**src/rtl/my_pkg.sv**
```systemverilog
// Shared types for the ALU command path: the ALU opcode enum and the
// issuer FSM state enum.
package my_pkg;

    typedef enum logic [2:0] {
        A_NOP = 3'd0,
        A_ADD = 3'd1,
        A_SUB = 3'd2,
        A_AND = 3'd3,
        A_OR  = 3'd4,
        A_XOR = 3'd5
    } alu_op_e;

    typedef enum logic [1:0] {
        S_IDLE  = 2'd0,
        S_ISSUE = 2'd1,
        S_RESP  = 2'd2
    } issuer_state_e;

    localparam int unsigned AluOpW = $bits(alu_op_e);

endpackage

```
**src/rtl/alu_cmd_fifo.sv**
```systemverilog
// Small synchronous FIFO holding packed {op, a, b} command entries.
// Pointers are log2(Depth) bits and wrap naturally; a separate occupancy
// count tells full from empty.
module alu_cmd_fifo #(
    parameter int unsigned Width = 19,
    parameter int unsigned Depth = 4
) (
    input  logic             clk_i,
    input  logic             rst_ni,
    input  logic             push_i,
    input  logic [Width-1:0] data_i,
    input  logic             pop_i,
    output logic [Width-1:0] data_o,
    output logic             full_o,
    output logic             empty_o
);

    localparam int unsigned AddrW = (Depth > 1) ? $clog2(Depth) : 1;
    localparam logic [AddrW:0] FullCnt = (AddrW+1)'(Depth);

    logic [Width-1:0] r_mem [Depth];
    logic [AddrW-1:0] r_wptr;
    logic [AddrW-1:0] r_rptr;
    logic [AddrW:0]   r_count;
    logic             w_push;
    logic             w_pop;

    assign w_push  = push_i && !full_o;
    assign w_pop   = pop_i && !empty_o;
    assign full_o  = (r_count == FullCnt);
    assign empty_o = (r_count == '0);
    assign data_o  = r_mem[r_rptr];

    // Entry storage; contents need no reset since occupancy gates every read.
    always_ff @(posedge clk_i) begin
        if (w_push) begin
            r_mem[r_wptr] <= data_i;
        end
    end

    // Pointer and occupancy tracking; push+pop together leaves the count alone.
    always_ff @(posedge clk_i or negedge rst_ni) begin
        if (!rst_ni) begin
            r_wptr  <= '0;
            r_rptr  <= '0;
            r_count <= '0;
        end else begin
            if (w_push) begin
                r_wptr <= r_wptr + AddrW'(1);
            end
            if (w_pop) begin
                r_rptr <= r_rptr + AddrW'(1);
            end
            case ({w_push, w_pop})
                2'b10:   r_count <= r_count + (AddrW+1)'(1);
                2'b01:   r_count <= r_count - (AddrW+1)'(1);
                default: r_count <= r_count;
            endcase
        end
    end

endmodule

```
**src/rtl/alu_cmd_issuer.sv**
```systemverilog
// Initiator for the ALU operand/result interface: queues commands, issues
// one at a time to the ALU, waits for rvalid, and returns results in order.
// Optional macro ALU_CMD_ISSUER_CNT_EN adds a 32-bit completed-response
// counter on done_cnt_o.
module alu_cmd_issuer
    import my_pkg::*;
#(
    parameter int unsigned DataWidth = 8,
    parameter int unsigned Depth     = 4
) (
    input  logic                 clk_i,
    input  logic                 rst_ni,
    input  logic                 cmd_valid_i,
    output logic                 cmd_ready_o,
    input  logic [DataWidth-1:0] cmd_a_i,
    input  logic [DataWidth-1:0] cmd_b_i,
    input  alu_op_e              cmd_op_i,
    output logic [DataWidth-1:0] alu_a_o,
    output logic [DataWidth-1:0] alu_b_o,
    output alu_op_e              alu_op_o,
    output logic                 alu_dvalid_o,
    input  logic [DataWidth-1:0] alu_result_i,
    input  logic                 alu_rvalid_i,
    output logic                 rsp_valid_o,
    input  logic                 rsp_ready_i,
    output logic [DataWidth-1:0] rsp_result_o,
    output logic                 busy_o
`ifdef ALU_CMD_ISSUER_CNT_EN
    ,
    output logic [31:0]          done_cnt_o
`endif
);

    localparam int unsigned EntryW = AluOpW + 2 * DataWidth;

    issuer_state_e        r_state;
    issuer_state_e        w_state_nxt;
    logic                 r_ready_en;
    logic [DataWidth-1:0] r_a;
    logic [DataWidth-1:0] r_b;
    alu_op_e              r_op;
    logic [DataWidth-1:0] r_result;

    logic [EntryW-1:0]    w_fifo_wdata;
    logic [EntryW-1:0]    w_fifo_rdata;
    logic                 w_full;
    logic                 w_empty;
    logic                 w_push;
    logic                 w_pop;
    logic                 w_capture;
    logic                 w_issue;

    assign w_push       = cmd_valid_i && cmd_ready_o;
    assign w_fifo_wdata = {cmd_op_i, cmd_a_i, cmd_b_i};

    alu_cmd_fifo #(
        .Width (EntryW),
        .Depth (Depth)
    ) u_fifo (
        .clk_i   (clk_i),
        .rst_ni  (rst_ni),
        .push_i  (w_push),
        .data_i  (w_fifo_wdata),
        .pop_i   (w_pop),
        .data_o  (w_fifo_rdata),
        .full_o  (w_full),
        .empty_o (w_empty)
    );

    // State register.
    always_ff @(posedge clk_i or negedge rst_ni) begin
        if (!rst_ni) begin
            r_state <= S_IDLE;
        end else begin
            r_state <= w_state_nxt;
        end
    end

    // Next-state logic; pops happen only when a new command can go straight to issue.
    always_comb begin
        w_state_nxt = r_state;
        w_pop       = 1'b0;
        w_capture   = 1'b0;
        case (r_state)
            S_IDLE: begin
                if (!w_empty) begin
                    w_pop       = 1'b1;
                    w_state_nxt = S_ISSUE;
                end
            end
            S_ISSUE: begin
                if (alu_rvalid_i) begin
                    w_capture   = 1'b1;
                    w_state_nxt = S_RESP;
                end
            end
            S_RESP: begin
                if (rsp_ready_i) begin
                    if (!w_empty) begin
                        w_pop       = 1'b1;
                        w_state_nxt = S_ISSUE;
                    end else begin
                        w_state_nxt = S_IDLE;
                    end
                end
            end
            default: begin
                w_state_nxt = S_IDLE;
            end
        endcase
    end

    // cmd_ready stays low during reset and rises on the first clock after release.
    always_ff @(posedge clk_i or negedge rst_ni) begin
        if (!rst_ni) begin
            r_ready_en <= 1'b0;
        end else begin
            r_ready_en <= 1'b1;
        end
    end

    // Issue registers load the FIFO head on pop; outputs are gated by state.
    always_ff @(posedge clk_i) begin
        if (w_pop) begin
            r_op <= alu_op_e'(w_fifo_rdata[2*DataWidth +: AluOpW]);
            r_a  <= w_fifo_rdata[DataWidth +: DataWidth];
            r_b  <= w_fifo_rdata[0 +: DataWidth];
        end
    end

    // Result register captures the ALU result and holds it until accepted.
    always_ff @(posedge clk_i or negedge rst_ni) begin
        if (!rst_ni) begin
            r_result <= '0;
        end else if (w_capture) begin
            r_result <= alu_result_i;
        end
    end

    assign w_issue      = (r_state == S_ISSUE);
    assign alu_dvalid_o = w_issue;
    assign alu_a_o      = w_issue ? r_a : '0;
    assign alu_b_o      = w_issue ? r_b : '0;
    assign alu_op_o     = w_issue ? r_op : A_NOP;
    assign rsp_valid_o  = (r_state == S_RESP);
    assign rsp_result_o = r_result;
    assign cmd_ready_o  = r_ready_en && !w_full;
    assign busy_o       = !w_empty || (r_state != S_IDLE);

`ifdef ALU_CMD_ISSUER_CNT_EN
    logic [31:0] r_done_cnt;

    // Completed-response counter, wraps naturally at 32 bits.
    always_ff @(posedge clk_i or negedge rst_ni) begin
        if (!rst_ni) begin
            r_done_cnt <= '0;
        end else if (rsp_valid_o && rsp_ready_i) begin
            r_done_cnt <= r_done_cnt + 32'd1;
        end
    end

    assign done_cnt_o = r_done_cnt;
`endif

endmodule
```
**config.mk**
```make
export PLATFORM = sky130hd
export DESIGN_NAME = alu_cmd_issuer
export DESIGN_NICKNAME = d
export VERILOG_FILES = /design/src/rtl/my_pkg.sv /design/src/rtl/alu_cmd_fifo.sv /design/src/rtl/alu_cmd_issuer.sv
export SDC_FILE = /design/constraint.sdc
export NUM_CORES = 1
export LEC_CHECK = 0
export ABC_CLOCK_PERIOD_IN_PS = 3200
export CORE_ASPECT_RATIO = 1.25
export CORE_MARGIN = 4
export CORE_UTILIZATION = 40
export CTS_BUF_LIST = sky130_fd_sc_hd__clkbuf_4
export DETAILED_ROUTE_END_ITERATION = 8
export GPL_ROUTABILITY_DRIVEN = 0
export GPL_TIMING_DRIVEN = 0
export PLACE_DENSITY_LB_ADDON = 0.05
export RECOVER_POWER = 50
export SYNTH_ARGS = -nofsm -noshare
export SYNTH_HDL_FRONTEND = slang
export SYNTH_SLANG_ARGS = --single-unit
```
**constraint.sdc**
```tcl
create_clock -name clk_i -period 3.2 [get_ports clk_i]
set_clock_uncertainty 0.1 [all_clocks]
set_input_delay 0.64 -clock clk_i [delete_from_list [all_inputs] [get_ports clk_i]]
set_output_delay 0.64 -clock clk_i [all_outputs]
set_load 0.01 [all_outputs]
```
==> out/results.ini, run 1 <==
[run_status]
outcome = complete, no violations

[cells_and_area]
final_layout_size_suffix_gt1_share_pct = 17.4
num-fill-cells = 909
layout.nets = 329
fin_cells = 437
design_area_um2 = 5360
syn2layout_area_growth_pct = 23.4

[setup_path]
cp_data_required_time_ps = 2460
cp_num_buf_inv = 2
r2r-end = u_fifo.r_mem[1][15]$_DFFE_PP_
critPathKind = flip-flop to output port
crit_slowest_cell = clkdlybuf4s50_1
crit_cells = 4
r2r_start = u_fifo.r_count[0]$_DFFE_PN0P_
crit_path_end = alu_b_o[6]
max_stage_delay_ps = 540
cp_max_fo = 13
rr_worst_depth = 3
crit_start = r_state[1]$_DFFE_PN0P_
path_cells = and2b_4 > buf_2 > and2_1 > clkdlybuf4s50_1
worstPathArrival_ps = 2240
start_kind = flip-flop
crit_family = buffers and inverters
r2r_slack_ps = 860
critPathCaptureType = output port

[timing]
rsz0062_at_grt = no
finalHoldViolations = 0
maxSlewHeadroom_pct = 27.2
period_share_pct = 93.2
max_freq_mhz = 335
setup_viol = 0
drv_slew = 0
tightest_slew_ps = 1090
finalCriticalPeriod_ps = 2980

[detailed_routing]
drt_iter0_markers = 53
drc = 0
vias_per_cell = 4.75
wire_per_inst_um = 17.4
drt_pass1_iterations = 4
vias = 2077
drt-total-wl_um = 7600
ant_nets = 0

[floorplanning]
ios = 63
die_y_um = 124
core_um2 = 10600
initial_core_util_pct = 40.9
rows = 42
die_w_um = 101
fp.dieArea_um2 = 12600

[yosys]
netlist_area_um2 = 4340
yosys.area.top_type_share_pct = 65.7
ys_ff_latch = 113
synth_area_leaders = edfxtp_1 (66%), dfrtp_1 (10%), mux4_2 (9.9%)
synth-warning-count = 0
seq_area_frac_synth_pct = 76.1
avgSynthCellArea_um2 = 20.8
synthDistinctLibCells = 29
syn_nets = 247
netlist_instances = 209
ys_top_cells_by_count = edfxtp_1 (95), and2_1 (23), mux4_2 (19)
synth_edf_count = 95
ys.flop_type = edfxtp_1
synth_most_common_cell = edfxtp_1
synthArstFlopShare_pct = 15.9
synth.largest_area_cell = edfxtp_1

[global_routing]
grt_pass1_vias = 2228
grt_max_degree = 20
antenna_found_initial = 1
overflow = 0
grt_usage_pct = 12.9
grt_pass1_wl_um = 11800

[place]
dp.cells = 405
placed_cell_area_um2 = 5150
dpl.hpwl_um = 4840
numPortBuffers = 62

[power_and_ir_drop]
vdd_ir_drop_max_uv = 339
p_leak_uw = 0.00189
powerDensity_nw_per_um2 = 886

[clock_tree]
clock-root-buffer = clkbuf_4
cts_tree = done
ctsResizeCount = 0
cts.clk_slew.worst_paths_ps = 90
insertion_delay_ps = 500
cts_htree_levels = 4
numCtsBuffers = 17
clockBufferDepth = 2
clock-sinks = 113
cts_setup_buffers = 0
hold_buffers = 0

[min_path]
hold_path_class = flip-flop to flip-flop

[run]
drv_cap = 0

[report_power, final]
group	leakage (uW)	total (uW)	internal (uW)	switching [uW]
Combinational	0.000656	1610	859	747
Sequential	0.00108	2160	2030	129
Clock	0.000147	978	490	488
Total	0.00189	4750	3380	1360
[layout by cell type, fill, tap and decap left out, types with 3 or more instances in the layout]
cell / netlist / layout
clkinv_1: 0 / 6
nor3_1: 1 / 3
xor2_1: 4 / 4
nor2_1: 3 / 3
and2_1: 23 / 23
edfxtp_1: 95 / 95
clkbuf_4: 0 / 22
mux4_2: 19 / 19
clkdlybuf4s50_1: 0 / 40
dlygate4sd3_1: 0 / 22
dfrtp_1: 18 / 18
mux2_1: 1 / 8
nand2_1: 2 / 3
ha_1: 5 / 5
inv_1: 8 / 8
[per-stage QoR]
step / power, uW / hold slack, ps / util [%] / worst slack [ps] / setup TNS [ps]
6_report: 4750 / 411 / 50.4 / 219 / 0
5_1_grt: 5040 / 437 / 50.4 / 77.2 / 0
4_1_cts: 4930 / 423 / 50.9 / 62.4 / 0
3_5_place_dp: 3940 / 398 / 48.5 / 285 / 0
3_3_place_gp: 3890 / 400 / 48.3 / -1140 / -21640
2_1_floorplan: 3180 / 244 / - / 640 / 0
[metal layers]
metal | up-vias | track usage (%) | routed length, um
met1 | 1027 | 16.2 | 3330
met2 | 66 | 19.4 | 3700
met3 | 11 | 6.22 | 453
met5 | - | 0 | 0
li1 | 973 | - | -
met4 | 0 | 4.46 | 114
[worst min-delay path by stage]
stage / from / end / slack, ps / cells after the start
after floorplan: rst_ni / r_ready_en$_DFF_PN0_ / 240 / 0
after CTS: rsp_result_o[0]$_DFFE_PN0P_ / rsp_result_o[0]$_DFFE_PN0P_ / 420 / 1
after global placement: rsp_result_o[1]$_DFFE_PN0P_ / rsp_result_o[1]$_DFFE_PN0P_ / 400 / 1
after global routing: rsp_result_o[0]$_DFFE_PN0P_ / rsp_result_o[0]$_DFFE_PN0P_ / 440 / 1
after detailed placement: rsp_result_o[5]$_DFFE_PN0P_ / rsp_result_o[5]$_DFFE_PN0P_ / 400 / 1
final: rsp_result_o[1]$_DFFE_PN0P_ / rsp_result_o[1]$_DFFE_PN0P_ / 410 / 1
[area by class of cell]
class / count / area, um2 / share of cell area, %
Tap cell: 132 / 165 / 3.08
Buffer: 5 / 27.5 / 0.514
Clock buffer: 22 / 165 / 3.08
Sequential cell: 113 / 3300 / 61.7
Timing Repair Buffer: 64 / 643 / 12.0
Inverter: 8 / 30.0 / 0.561
Clock inverter: 10 / 92.6 / 1.73
Multi-Input combinational cell: 82 / 926 / 17.3
Antenna cell: 1 / 2.50 / 0.0467
[flip-flops by register name, summed over array words and instances (netlist names)]
name and cells:
u_fifo.r_mem 76, u_fifo.r_count 3, r_ready_en 1, r_a 8, r_op 3, r_state 2
u_fifo.r_rptr 2, u_fifo.r_wptr 2, rsp_result_o 8, r_b 8
[cell families (layout without fill, tap and decap cells)]
group           Yosys count  count (layout)  synth area share [%]
buf+inv                  14             109                  1.44
mux                      29              29                  13.1
fa+ha+maj                 6               6                  1.90
flops                   113             113                  76.1
compound gates            4               4                 0.663
other cells               1               2                0.0864
simple gates             36              36                  5.45
xor+xnor                  6               6                  1.21
Power figures use the tool's default switching activity.
==> run 2: changes to the inputs <==
- CORE_ASPECT_RATIO: 1.25 -> default
==> run 2 against run 1 <==
  * Core utilization increased by 1.0 points
  * Sequential power barely moved
  * Die area about the same
  * Critical endpoint is now alu_op_o[0]
  * Final area up 0.58%
  * Non-clock buffer count did not move
  * Cell count increased by 0.69%
  * Highest routed layer unchanged
  * Critical path depth did not move
  * Register-to-register slack worse by 20 ps
  * Critical path type unchanged
==> out/results.ini, run 2 (synthesis gave the netlist of run 1 again) <==
[run_status]
outcome = complete, no violations

[clock_tree]
cts_setup_buffers = 0  ; unchanged
cts_htree_levels = 4  ; unchanged
cts_tree = done
insertion_delay_ps = 470  ; -30 ps
hold_buffers = 0  ; unchanged
clockBufferDepth = 2  ; unchanged
numCtsBuffers = 17  ; unchanged
clock-root-buffer = clkbuf_4
cts.clk_slew.worst_paths_ps = 100  ; about the same
clock-sinks = 113  ; unchanged

[cells_and_area]
largest_register_ffs = 76  ; unchanged
final_cell_mix = edfxtp_1 (95), clkdlybuf4s50_1 (41), and2_1 (23)
register_area_um2 = 3300  ; unchanged
final_common_cell = edfxtp_1
regMostFlops = u_fifo.r_mem
layout.nets = 329  ; unchanged
num-fill-cells = 913  ; +0.44%
syn2layout_area_growth_pct = 24.1
final_layout_size_suffix_gt1_share_pct = 18.1  ; +0.66 points
design_area_um2 = 5390  ; +0.58%
multi_input_comb_area_um2 = 926  ; unchanged
antenna_cells = 0  ; -1

[global_routing]
overflow = 0  ; unchanged
grt_max_degree = 20  ; unchanged
grt_pass1_vias = 2340  ; +5.0%
met1_usage_pct = 16.9  ; +0.71 points
grt_usage_pct = 13.4  ; +0.57 points
met2_usage_pct = 22.2  ; +2.8 points
antenna_found_initial = 0  ; -1
met3_usage_pct = 4.47  ; -1.7 points
grt_pass1_wl_um = 12700  ; +8.2%
busiest_layer = met2

[setup_path]
start_kind = flip-flop
crit_cells = 4  ; unchanged
r2r-end = u_fifo.r_mem[0][3]$_DFFE_PP_
path_cells = and2b_4 > buf_2 > and2_1 > clkdlybuf4s50_1
crit_slowest_cell = clkdlybuf4s50_1
critPathCaptureType = output port
max_stage_delay_ps = 540  ; about the same
r2r_slack_ps = 840  ; -20 ps
crit_family = buffers and inverters
r2r_start = u_fifo.r_count[0]$_DFFE_PN0P_
worstPathArrival_ps = 2200  ; -40 ps
cp_data_required_time_ps = 2460  ; about the same
critPathKind = flip-flop to output port
crit_path_end = alu_op_o[0]
rr_worst_depth = 3  ; unchanged
crit_start = r_state[1]$_DFFE_PN0P_
cp_max_fo = 13  ; unchanged
cp_num_buf_inv = 2  ; unchanged

[timing]
tightest_slew_ps = 1120  ; +28.2 ps
finalHoldViolations = 0  ; unchanged
period_share_pct = 92.0  ; -1.2 points
layout_setup_ws_ps = 256  ; +37.7 ps
maxSlewHeadroom_pct = 24.7  ; -2.5 points
drv_slew = 0  ; unchanged
setup_tns_ps = 0  ; unchanged
rsz0062_at_grt = no
max_freq_mhz = 340  ; +1.3%
setup_viol = 0  ; unchanged
finalCriticalPeriod_ps = 2940  ; -37.7 ps

[detailed_routing]
drt_iter0_markers = 71  ; +34%
vias = 2088  ; +0.53%
vias_per_cell = 4.75  ; -0.16%
ant_nets = 0  ; unchanged
drt-total-wl_um = 7710  ; +1.4%
drc = 0  ; unchanged
drt_pass1_iterations = 4  ; unchanged
wire_per_inst_um = 17.5  ; +0.72%

[power_and_ir_drop]
combPwrFrac_pct = 33.5  ; -0.3 points
vdd_ir_drop_max_uv = 434  ; +28%
powerDensity_nw_per_um2 = 897  ; +1.2%
p_sw_uw = 1390  ; +1.9%
sequentialPowerShare_pct = 44.7  ; -0.9 points
p_int_uw = 3440  ; +1.7%
total_power_uw = 4830  ; +1.8%
p_leak_uw = 0.00189  ; +0.28%
p_sw_share_pct = 28.8  ; +0.039 points
clkPwrFrac_pct = 21.8  ; +1.2 points

[floorplanning]
die_y_um = 112  ; -9.9%
rows = 37  ; -12%
initial_core_util_pct = 41.5  ; +0.60 points
ios = 63  ; unchanged
die_w_um = 112  ; +11%
core_um2 = 10500  ; -1.4%
fp.dieArea_um2 = 12600  ; about the same

[place]
dpl.hpwl_um = 4990  ; +3.2%
placed_cell_area_um2 = 5160  ; about the same
numPortBuffers = 62  ; unchanged
dp_slack_ps = 267  ; -18.0 ps

[run]
drv_cap = 0  ; unchanged

[min_path]
hold_path_class = flip-flop to flip-flop

run 2: cell types whose count changed in the layout (fill, tap and decap cells not counted):
cell,delta
clkdlybuf4s50_1,+1
clkinv_1,-2
clkinvlp_4,+2
diode_2,-1
clkbuf_4,-3
dlygate4sd3_1,-1
clkinv_2,+1
bufinv_16,+1
clkinv_4,+1
run 2: cell type report:
| type | count | area share, % |
|---|---|---|
| Clock buffer | 19 | 2.65 |
| Multi-Input combinational cell | 82 | 17.2 |
| Inverter | 8 | 0.557 |
| Sequential cell | 113 | 61.3 |
| Buffer | 5 | 0.511 |
| Tap cell | 136 | 3.16 |
| Timing Repair Buffer | 64 | 11.9 |
| Clock inverter | 13 | 2.67 |
run 2: how the worst min path moves through the flow:
| stage | start | end | slack (ps) | cells past startpoint |
|---|---|---|---|---|
| after detailed placement | rsp_result_o[7]$_DFFE_PN0P_ | rsp_result_o[7]$_DFFE_PN0P_ | 390 | 1 |
| after CTS | rsp_result_o[0]$_DFFE_PN0P_ | rsp_result_o[0]$_DFFE_PN0P_ | 430 | 1 |
| final | rsp_result_o[4]$_DFFE_PN0P_ | rsp_result_o[4]$_DFFE_PN0P_ | 410 | 1 |
| after global routing | rsp_result_o[4]$_DFFE_PN0P_ | rsp_result_o[4]$_DFFE_PN0P_ | 430 | 1 |
| after floorplan | rst_ni | r_ready_en$_DFF_PN0_ | 240 | 0 |
| after global placement | rsp_result_o[4]$_DFFE_PN0P_ | rsp_result_o[4]$_DFFE_PN0P_ | 390 | 1 |
run 2: worst reg2reg max path, delay by kind of cell, from the launching register on:
kind | cells | cell delay [ps]
compound gates | 1 | 420
flops | 1 | 410
simple gates | 2 | 1050
run 2: routing by layer:
metal  wire length [um]  share of wire, %
met4                 99               1.3
met1               3260                42
met5                  0                 0
met3                250               3.2
met2               4100                53
run 2: power by group through the flow:
stage	registers (uW)	clock network (uW)	logic, uW
floorplan	2200	0	986
global placement	2210	0	1690
detailed placement	2210	0	1740
CTS	2170	1090	1750
global route	2200	1170	1780
finish	2160	1050	1620
run 2: timing repair:
item                       in CTS  in global routing
hold endpoints to repair        0                  0
resized for setup               0                  0
setup endpoints to repair       9                  0
run 2: stage by stage:
step | utilization, % | hold WS (ps) | std cells
3_5_place_dp | 49.3 | 395 | 409
5_1_grt | 51.5 | 433 | 440
2_1_floorplan | - | 244 | 209
3_3_place_gp | 49.0 | 394 | 407
4_1_cts | 52.0 | 429 | 440
6_report | 51.5 | 407 | 440
==> run 3: changes to the inputs <==
==> constraint.sdc (replaced) <==
create_clock -name clk_i -period 3.2 [get_ports clk_i]
set_clock_uncertainty 0.1 [all_clocks]
set_input_delay 0.48 -clock clk_i [delete_from_list [all_inputs] [get_ports clk_i]]
set_output_delay 0.48 -clock clk_i [all_outputs]
set_load 0.01 [all_outputs]
==> run 3 against run 2 <==
  * Cell count up 0.23%
  * First-iteration DRC count down 17%
  * Sequential power about the same
  * Final area unchanged
  * Register-to-register slack about the same
  * Worst hold slack about the same
  * Sequential share of layout area unchanged
  * Non-clock buffer count up 1
  * Flip-flop and latch count unchanged
  * Routed wire length about the same
==> out/results.ini, run 3 (synthesis gave the netlist of run 1 again) <==
[cells_and_area]
layout.nets = 330  ; +0.30%
largest_register_ffs = 76  ; unchanged
regMostFlops = u_fifo.r_mem
design_area_um2 = 5390  ; unchanged
fin_cells = 441  ; +0.23%
antenna_cells = 0  ; unchanged
final_common_cell = edfxtp_1
final_layout_size_suffix_gt1_share_pct = 17.7  ; -0.39 points
final_util_pct = 51.5  ; unchanged
final_cell_mix = edfxtp_1 (95), clkdlybuf4s50_1 (42), and2_1 (23)
syn2layout_area_growth_pct = 24.1  ; unchanged

[timing]
setup_tns_ps = 0  ; unchanged
period_share_pct = 89.1  ; -2.8 points
rsz0062_at_grt = no
setup_viol = 0  ; unchanged
max_freq_mhz = 351  ; +3.2%
finalCriticalPeriod_ps = 2850  ; -91.0 ps
tightest_slew_ps = 1120  ; +0.00456 ps
finalHoldViolations = 0  ; unchanged
drv_slew = 0  ; unchanged
maxSlewHeadroom_pct = 24.7  ; about the same
layout_setup_ws_ps = 348  ; +91.0 ps

[setup_path]
start_kind = flip-flop
r2r-end = u_fifo.r_mem[0][3]$_DFFE_PP_
cp_data_required_time_ps = 2620  ; +160 ps
cp_max_fo = 10  ; -3
rr_worst_depth = 3  ; unchanged
critPathKind = flip-flop to output port
worstPathArrival_ps = 2270  ; +70 ps
r2r_slack_ps = 830  ; about the same
critPathCaptureType = output port
r2r_start = u_fifo.r_count[0]$_DFFE_PN0P_

[detailed_routing]
drt_pass1_iterations = 4  ; unchanged
wl_met2_um = 4100  ; about the same
wl_met3_um = 267  ; +6.8%
vias_per_cell = 4.75  ; +0.11%
drt_iter0_markers = 59  ; -17%
maxUsedRoutingLayer = met4
drt-total-wl_um = 7710  ; about the same
drc = 0  ; unchanged
vias = 2095  ; +0.34%
ant_nets = 0  ; unchanged
wire_per_inst_um = 17.5  ; -0.16%
wl_met1_um = 3270  ; +0.43%

[place]
numPortBuffers = 62  ; unchanged
placed_cell_area_um2 = 5160  ; unchanged
dp.cells = 409  ; unchanged
dp_slack_ps = 427  ; +160 ps
dpl.hpwl_um = 4990  ; unchanged

[clock_tree]
ctsResizeCount = 0  ; unchanged
hold_buffers = 0  ; unchanged
cts_htree_levels = 4  ; unchanged
clock-sinks = 113  ; unchanged
clockBufferDepth = 2  ; unchanged
cts.clk_slew.worst_paths_ps = 100  ; about the same
insertion_delay_ps = 470  ; about the same
numCtsBuffers = 17  ; unchanged
cts_setup_buffers = 0  ; unchanged
cts_tree = done
clock-root-buffer = clkbuf_4

[floorplanning]
ios = 63  ; unchanged
initial_core_util_pct = 41.5  ; unchanged
fp.dieArea_um2 = 12600  ; unchanged
rows = 37  ; unchanged
die_w_um = 112  ; unchanged
core_um2 = 10500  ; unchanged
die_y_um = 112  ; unchanged

[global_routing]
grt_pass1_vias = 2342  ; +0.085%
overflow = 0  ; unchanged
grt_pass1_wl_um = 12700  ; about the same
grt_max_degree = 20  ; unchanged
grt_usage_pct = 13.4  ; unchanged
antenna_found_initial = 0  ; unchanged

[min_path]
hold_path_end = rsp_result_o[4]$_DFFE_PN0P_
hold_path_class = flip-flop to flip-flop
hp-start = rsp_result_o[4]$_DFFE_PN0P_
hold_depth = 1  ; unchanged

[run_status]
outcome = complete, no violations

[power_and_ir_drop]
vdd_ir_drop_max_uv = 435  ; about the same
powerDensity_nw_per_um2 = 897  ; about the same
p_leak_uw = 0.00189  ; -0.21%

[run]
drv_cap = 0  ; unchanged

## run 3: layer usage
metal | track usage, % | vias to the layer above
met3 | 4.47 | 6
met1 | 16.9 | 1071
met5 | 0 | -
met4 | 4.17 | 0
met2 | 22.1 | 43
li1 | - | 975
## run 3: worst max-delay path by stage
stage	start	to	slack [ps]
6_report	r_state[1]$_DFFE_PN0P_	alu_a_o[5]	350
5_1_grt	r_state[1]$_DFFE_PN0P_	alu_a_o[7]	130
3_3_place_gp	rsp_ready_i	r_a[4]$_DFFE_PN_	-940
4_1_cts	r_state[1]$_DFFE_PN0P_	alu_a_o[5]	140
2_1_floorplan	rsp_ready_i	r_a[0]$_DFFE_PN_	800
3_5_place_dp	cmd_valid_i	u_fifo.r_mem[0][12]$_DFFE_PP_	430
## run 3: where the power goes
part | switching [uW] | total (uW) | internal, uW
sequential | 125 | 2160 | 2030
combinational | 762 | 1620 | 857
clock | 505 | 1050 | 546
## run 3: metrics by stage
stage               power, uW  hold slack, ps
floorplan                3180            84.4
global placement         3900             394
detailed placement       3950             395
CTS                      5020             375
global route             5150             433
finish                   4830             407
## run 3: cell type report
type / count / area [um2]
Buffer: 6 / 31.3
Clock buffer: 19 / 143
Clock inverter: 13 / 144
Fill cell: 915 / 5080
Inverter: 8 / 30.0
Multi-Input combinational cell: 82 / 922
Sequential cell: 113 / 3300
Tap cell: 136 / 170
Timing Repair Buffer: 64 / 643
## run 3: worst max-delay path, stage by stage (launching register included)
cell	delay, ps
dfrtp_1	410
and2b_4	270
clkbuf_1	400
and2_1	210
clkdlybuf4s50_1	530
